`src/rtl/spi_frame_sequencer.sv`:
```
// SPI-slave bit/word/frame sequencer on the system clock.
// Optional SCLK inactivity abort via SPI_FRAME_TIMEOUT_EN.
//
// Ports:
//   CLK, _RST          system clock, async active-low reset
//   SCLK, _CS          raw SPI pins (synchronised here)
//   CPOL, CPHA         SPI mode, latched at frame start
//   sample_strobe      1-cycle: capture MOSI
//   shift_strobe       1-cycle: present next MISO bit
//   bit_cnt, word_cnt  bits in word / words in frame
//   word_done          1-cycle: word complete
//   frame_done         1-cycle: clean frame end
//   frame_err          1-cycle: malformed frame
//   busy               frame open
module spi_frame_sequencer #(
  parameter int WORD_BITS      = 8,
  parameter int MAX_WORDS      = 4,
  parameter int TIMEOUT_CYCLES = 1024
) (
  input  logic CLK,
  input  logic _RST,
  input  logic SCLK,
  input  logic _CS,
  input  logic CPOL,
  input  logic CPHA,
  output logic sample_strobe,
  output logic shift_strobe,
  output logic [$clog2(WORD_BITS)-1:0]   bit_cnt,
  output logic [$clog2(MAX_WORDS+1)-1:0] word_cnt,
  output logic word_done,
  output logic frame_done,
  output logic frame_err,
  output logic busy
);

  localparam int BW = $clog2(WORD_BITS);
  localparam int WW = $clog2(MAX_WORDS+1);
  localparam logic [BW-1:0] BLAST = BW'(WORD_BITS-1);
  localparam logic [WW-1:0] WMAX  = WW'(MAX_WORDS);

  typedef enum logic [1:0] {
    IDLE, ACTIVE, FULL, WAIT_CS
  } state_t;

  state_t state_q, state_d;

  logic sclk_s1_q, sclk_s2_q, sclk_h_q;
  logic cs_s1_q, cs_s2_q, cs_h_q;

  logic cpol_q, cpol_d;
  logic cpha_q, cpha_d;
  logic [BW-1:0] bit_q, bit_d;
  logic [WW-1:0] word_q, word_d;
  logic ovr_q, ovr_d;
  logic smp_q, smp_d;
  logic shf_q, shf_d;
  logic wdone_q, wdone_d;
  logic fpend_q, fpend_d;
  logic epend_q, epend_d;
  logic fdone_q, ferr_q, busy_q;

  logic sclk_chg, cs_fall, cs_rise;
  logic lead_e, trail_e, smp_e, shf_e;
  logic to_hit;

  always_ff @(posedge CLK or negedge _RST) begin
    if (!_RST) begin
      sclk_s1_q <= 1'b0;
      sclk_s2_q <= 1'b0;
      sclk_h_q  <= 1'b0;
      cs_s1_q   <= 1'b1;
      cs_s2_q   <= 1'b1;
      cs_h_q    <= 1'b1;
    end else begin
      sclk_s1_q <= SCLK;
      sclk_s2_q <= sclk_s1_q;
      sclk_h_q  <= sclk_s2_q;
      cs_s1_q   <= _CS;
      cs_s2_q   <= cs_s1_q;
      cs_h_q    <= cs_s2_q;
    end
  end

  assign sclk_chg = sclk_s2_q ^ sclk_h_q;
  assign cs_fall  = cs_h_q & ~cs_s2_q;
  assign cs_rise  = ~cs_h_q & cs_s2_q;

  // Leading edge moves away from the idle level.
  assign lead_e  = sclk_chg & (sclk_s2_q ^ cpol_q);
  assign trail_e = sclk_chg & ~(sclk_s2_q ^ cpol_q);
  assign smp_e   = cpha_q ? trail_e : lead_e;
  assign shf_e   = cpha_q ? lead_e : trail_e;

`ifdef SPI_FRAME_TIMEOUT_EN
  localparam int TW = $clog2(TIMEOUT_CYCLES+1);
  localparam logic [TW-1:0] TLAST = TW'(TIMEOUT_CYCLES-1);

  logic [TW-1:0] to_q, to_d;

  always_comb begin
    to_d   = '0;
    to_hit = 1'b0;
    if ((state_q == ACTIVE || state_q == FULL) && !sclk_chg) begin
      if (to_q == TLAST) to_hit = 1'b1;
      else               to_d   = to_q + 1'b1;
    end
  end

  always_ff @(posedge CLK or negedge _RST) begin
    if (!_RST) to_q <= '0;
    else       to_q <= to_d;
  end
`else
  assign to_hit = 1'b0;
`endif

  always_comb begin
    state_d = state_q;
    cpol_d  = cpol_q;
    cpha_d  = cpha_q;
    bit_d   = bit_q;
    word_d  = word_q;
    ovr_d   = ovr_q;
    smp_d   = 1'b0;
    shf_d   = 1'b0;
    fpend_d = 1'b0;
    epend_d = 1'b0;
    // Counter wrapped on the strobe just issued.
    wdone_d = smp_q & (bit_q == '0);
    unique case (state_q)
      IDLE: begin
        bit_d  = '0;
        word_d = '0;
        ovr_d  = 1'b0;
        if (cs_fall) begin
          state_d = ACTIVE;
          cpol_d  = CPOL;
          cpha_d  = CPHA;
        end
      end
      ACTIVE, FULL: begin
        if (cs_rise) begin
          if (bit_q == '0 && word_q != '0 && !ovr_q)
            fpend_d = 1'b1;
          else
            epend_d = 1'b1;
          state_d = IDLE;
          bit_d   = '0;
          word_d  = '0;
          ovr_d   = 1'b0;
        end else if (to_hit) begin
          epend_d = 1'b1;
          state_d = WAIT_CS;
          bit_d   = '0;
          word_d  = '0;
          ovr_d   = 1'b0;
        end else if (state_q == FULL) begin
          if (smp_e) ovr_d = 1'b1;
        end else begin
          shf_d = shf_e;
          if (smp_e) begin
            smp_d = 1'b1;
            if (bit_q == BLAST) begin
              bit_d  = '0;
              word_d = word_q + 1'b1;
              if (word_d == WMAX) state_d = FULL;
            end else begin
              bit_d = bit_q + 1'b1;
            end
          end
        end
      end
      WAIT_CS: begin
        if (cs_rise) state_d = IDLE;
      end
      default: state_d = IDLE;
    endcase
  end

  always_ff @(posedge CLK or negedge _RST) begin
    if (!_RST) begin
      state_q <= IDLE;
      cpol_q  <= 1'b0;
      cpha_q  <= 1'b0;
      bit_q   <= '0;
      word_q  <= '0;
      ovr_q   <= 1'b0;
      smp_q   <= 1'b0;
      shf_q   <= 1'b0;
      wdone_q <= 1'b0;
      fpend_q <= 1'b0;
      epend_q <= 1'b0;
      fdone_q <= 1'b0;
      ferr_q  <= 1'b0;
      busy_q  <= 1'b0;
    end else begin
      state_q <= state_d;
      cpol_q  <= cpol_d;
      cpha_q  <= cpha_d;
      bit_q   <= bit_d;
      word_q  <= word_d;
      ovr_q   <= ovr_d;
      smp_q   <= smp_d;
      shf_q   <= shf_d;
      wdone_q <= wdone_d;
      fpend_q <= fpend_d;
      epend_q <= epend_d;
      fdone_q <= fpend_q;
      ferr_q  <= epend_q;
      // Lags state by one so it drops with the end pulse.
      busy_q  <= (state_q != IDLE);
    end
  end

  assign sample_strobe = smp_q;
  assign shift_strobe  = shf_q;
  assign bit_cnt       = bit_q;
  assign word_cnt      = word_q;
  assign word_done     = wdone_q;
  assign frame_done    = fdone_q;
  assign frame_err     = ferr_q;
  assign busy          = busy_q;

endmodule

```
`config.mk`:
```
export PLATFORM = sky130hd
export DESIGN_NAME = spi_frame_sequencer
export DESIGN_NICKNAME = d
export VERILOG_FILES = /design/src/rtl/spi_frame_sequencer.sv
export SDC_FILE = /design/constraint.sdc
export NUM_CORES = 1
export LEC_CHECK = 0
export ABC_AREA = 1
export BUFFER_PORTS_ARGS = -buffer_cell sky130_fd_sc_hd__buf_4
export CAP_MARGIN = 5
export CORE_MARGIN = 2
export CORE_UTILIZATION = 55
export CTS_CLUSTER_SIZE = 28
export DETAILED_ROUTE_END_ITERATION = 16
export GPL_TIMING_DRIVEN = 0
export PLACE_DENSITY = 0.77
export SLEW_MARGIN = 20
export SYNTH_ARGS = -nofsm -noshare
export SYNTH_HDL_FRONTEND = slang
export SYNTH_SLANG_ARGS = --single-unit
```
`constraint.sdc`:
```
create_clock -name CLK -period 1.8 [get_ports CLK]
set_clock_uncertainty 0.15 [all_clocks]
set_input_delay 0 -clock CLK [delete_from_list [all_inputs] [get_ports CLK]]
set_output_delay 0 -clock CLK [all_outputs]
set_load 0.01 [all_outputs]
```
# Word level (Yosys, flattened, before mapping)
# Index checks and enable logic that the tools add are counted.
# W data, S select, Z words.
[op_classes]
n_eq_ne = 12
n_reduce_logical = 14
shifts = 0
n_mux = 37
n_addsub = 2
div_mod_pow = 0
bitwise = 10
n_mul = 0
order_cmp = 0
[op_table]
columns = ["op", "n"]
rows = [
  ["$mux W3", 8],
  ["$mux W1", 18],
  ["$ne A3 B3 Y1 const B", 5],
  ["$mux W2", 7],
  ["$pmux W3 S2", 2],
  ["$add A3 B1 Y3 const B", 2],
  ["$eq A3 B3 Y1 const B", 2],
  ["$pmux W2 S3", 1],
  ["$reduce_and A3 Y1", 2],
  ["$reduce_and A6 Y1", 1],
  ["$and A1 B1 Y1", 5],
  ["$eq A2 B2 Y1 const B", 2],
  ["$ne A2 B2 Y1 const B", 2],
  ["$reduce_and A4 Y1", 1],
  ["$reduce_bool A2 Y1", 2],
  ["$logic_not A3 Y1", 1],
  ["$not A1 Y1", 3],
  ["$reduce_bool A3 Y1", 1],
  ["$eq A2 B1 Y1 const B", 1],
  ["$logic_and A1 B1 Y1", 2],
  ["$logic_not A2 Y1", 1],
  ["$pmux W1 S2", 1],
  ["$reduce_and A2 Y1", 1],
  ["$reduce_or A2 Y1", 1],
  ["other kinds (2)", 3],
]
[totals]
ramBits = 0
latchBits = 0
reg_bits = 25
elab_cells = 95
in_bits = 6
n_memories = 0
output_inout_bits = 12
romBits = 0

# Depth between registers and ports, before layout
[depth]
ltp_word = 8
ltp_mapped = 8
depth_no_buf = 8

# Worst setup path before layout
# No wires, ideal clock.
[synth_timing]
path_type = "flip-flop to flip-flop"
from = "reg state_q[0]"
to = "reg state_q[1]"
required_time_ns = 1.533
path_slack_ns = 0.225
n_path_buf = 0
stages_incl_launch_ff = 9
arrival_ns = 1.308
setup_ns = 0.117
period_less_slack_ns = 1.575
path_cell_list = "dfrtp_1 inv_1 ha_1 nand2_4 nor2_2 nor3_4 nand2_1 nand2_1 nand2_1"
[synth_via]
elab_chain_len = 4
elab_cells_between_ends = 13
classes_between = "eq/ne: 9; mux: 1; reduce/logical: 3"
[synth_lines]
columns = ["element", "line_no", "text"]
rows = [
  ["from (decl)", "45", "state_t state_q, state_d;"],
  ["from (signal assigned)", "197", "state_q <= state_d;"],
  ["$eq A2 B2 Y1 / $eq A2 B1 Y1 (equally long branches)", "130, 157", ""],
  ["$reduce_or A2 Y1", "130", "unique case (state_q)"],
  ["$ne A3 B3 Y1 (no source line)", "n/a", ""],
  ["$reduce_and A6 Y1 (no source line)", "n/a", ""],
]
# Several ways; a longest one is shown, not always the timed one.
# A chain may end at the register's enable or synchronous reset.

# Worst setup path after layout
# Ends and elaborated chain as after synthesis.

==> impl_metrics.ini <==
[run_status]
status = completed

[hold_path]
hold_path_class = input port to async pin

[grt]
grt_antenna_before_repair = 0
grt_pass1_wl_um = 3620
grt_pass1_vias = 885
grt_max_degree = 23
gr-usage-all-layers = 0.184
overflow = 0

[place]
post_dp_cell_area_sq_um = 1400
hpwl_um = 1560
portBuffers = 17
dp_cells = 178
gp_congestion = 0.785

[critical_path]
critPathBufInv = 1
worst_path_most_repeated_cell = nand2_1
critPathTopFamily = simple AND/OR/NAND/NOR gates
startpoint_type = register
critical_path_arrival_ps = 1760
worstRegToRegCells = 8
cpPeakStageDelay_ps = 370
worstReg2RegStart = state_q[0]
crit_type = register to register
cp-startpoint = state_q[0]
critPathMaxFanout = 7
endpoint_kind = register
slowest_stage = dfrtp_1
critical_path.endpoint = state_q[1]
crit_chain = inv_1 > ha_1 > nand2_4 > nor2_2 > nor3_4 > nand2_1 > nand2_1 > nand2_1
crit_cells = 8
crit_required_ps = 1880
reg2reg_to = state_q[1]
r2r_setup_slack_ps = 120

[detailed_routing]
avgViaCountPerCell = 4.89
drt_iter0_drc = 16
drt_wl_total_um = 2140
vias = 930
dr.pass1.iters = 4
wire_per_inst_um = 11.3
ant_nets = 0
drc_errors = 0

[cts]
path_clk_slew_ps = 140
cts_buffer_depth = 2
clockRootBuffer = clkbuf_4
clkLatencyLatePin_ps = 320
cts_max_level = 1
cts.sinks = 25
cts_tree = yes
numCtsBuffers = 3

[pwr]
clkPwrFrac = 0.112
total_power_mw = 2.29
pwr-share-comb = 0.536
p_int_mw = 1.26
switching_share = 0.447
p_leak_nw = 0.818
power.switching_mw = 1.02
peakVddDrop_mv = 1.01
p_per_area_nw_per_um2 = 1510
p_seq_frac = 0.353

[cells_and_area]
final_cell_mix = 30 x nand2_1, 22 x dfrtp_1, 19 x inv_1, 19 x buf_4, 12 x nor2_1
stdcell_area_sq_um = 1510
diodes = 0
n_fill_cell = 181
fin_nets = 179
final_common_cell = nand2_1
area_growth_pct = 21.8
fin_cells = 190
drive_gt1_frac = 0.259

[timing]
report.final.slew_viol_count = 0
fin_crit_sh = 0.935
max_freq_mhz = 594
holdWs_ps = 9.82
maxSlewHeadroom = 0.354
tightest_slew_ps = 968
final-setup-viol-count = 0
fin_crit_ps = 1680
hold_violations = 0

[floorplan]
start_util = 0.571
die_w_um = 51.5
rows = 17
chipHeight_um = 51.5
die-area_sq_um = 2650
pin_count = 18
core_sq_um = 2170

[yosys]
postSynthAreaPerCell_sq_um = 9.31
synthesis.area_sq_um = 1240
synth_fp_nets = 149
synth_warnings = 0
synth_cells = 133
synth_seq_area_share = 0.508
synth.distinct_cells = 21
synth_seq_cells = 25

[job]
max_cap_viol_count = 0
layer usage:
| layer | part of all wire | vias up | global-route usage |
|---|---|---|---|
| li1 | - | 476 | - |
| met1 | 0.44 | 432 | 0.218 |
| met2 | 0.52 | 20 | 0.344 |
| met3 | 0.034 | 2 | 0.0263 |
| met4 | 0.0065 | 0 | 0.0526 |
| met5 | 0 | - | 0 |
stage by stage:
stage                     setup slack (ps)   util  TNS [ps]
after global routing                 -8.16  0.696     -8.16
after detailed placement              73.1  0.646         0
after floorplan                        225      -         0
final                                  117  0.696         0
after global placement                 114  0.646         0
after CTS                             36.6  0.687         0
area by class of cell:
cell class / count / area [sq um] / area share
clock buffer: 3 / 22.5 / 0.0149
clock inverter: 1 / 7.51 / 0.00498
inverter: 22 / 82.6 / 0.0547
multi-input combinational: 86 / 527 / 0.349
sequential: 25 / 629 / 0.417
tap: 28 / 35.0 / 0.0232
timing repair buffer: 25 / 205 / 0.136
power groups by stage:
| stage | Combinational, mW | Clock, mW | Sequential (mW) |
|---|---|---|---|
| 6_report | 1.22 | 0.255 | 0.806 |
| 5_1_grt | 1.38 | 0.282 | 0.826 |
| 3_5_place_dp | 1.16 | 0 | 0.830 |
| 3_3_place_gp | 1.12 | 0 | 0.822 |
| 2_1_floorplan | 0.819 | 0 | 0.853 |
| 4_1_cts | 1.18 | 0.265 | 0.818 |
worst min-delay path by stage:
| stage | from | end | depth (start not counted) |
|---|---|---|---|
| 2_1_floorplan | _RST | bit_cnt[0] | 0 |
| 3_3_place_gp | _RST | sclk_h_q | 1 |
| 3_5_place_dp | _RST | frame_done | 1 |
| 4_1_cts | _RST | cs_s1_q | 2 |
| 5_1_grt | _RST | cs_h_q | 2 |
| 6_report | _RST | cs_s2_q | 2 |
synth_stat cells:
library cell  count  share of area
nor2_1           12          0.036
nand2_1          30          0.091
dfstp_2           3          0.064
nor2_2            2          0.010
nand3_4           1          0.014
inv_2             2         0.0061
nor3_1            3          0.012
nor3_4            1          0.013
dfrtp_1          22           0.44
nand3_1           3          0.012
inv_1            20          0.061
nor3b_1           1         0.0061
o21ai_0           3          0.012
ha_1             10           0.10
a21oi_1           5          0.020
o21ai_1           2         0.0081
nand2_4           3          0.027
nand4_1           4          0.020
nand2_2           2          0.010
o21ai_2           1         0.0071
nand3_2           3          0.024
kinds of logic (layout without fill, tap and decap cells):
logic type / count (synthesis) / count (layout) / share of synthesized area
flops: 25 / 25 / 0.508
simple gates: 65 / 65 / 0.277
compound gates: 11 / 11 / 0.0475
buf+inv: 22 / 51 / 0.0667
fa+ha+maj: 10 / 10 / 0.101
what timing repair did:
| item | in CTS | in global routing |
|---|---|---|
| endpoints found under the setup margin | 0 | 31 |
| resized for setup | 0 | 2 |
| hold buffers | 6 | 0 |
| buffers inserted | 0 | 2 |
| endpoints found under the hold margin | 29 | 0 |
No activity file was read; power rests on OpenSTA's default activity.
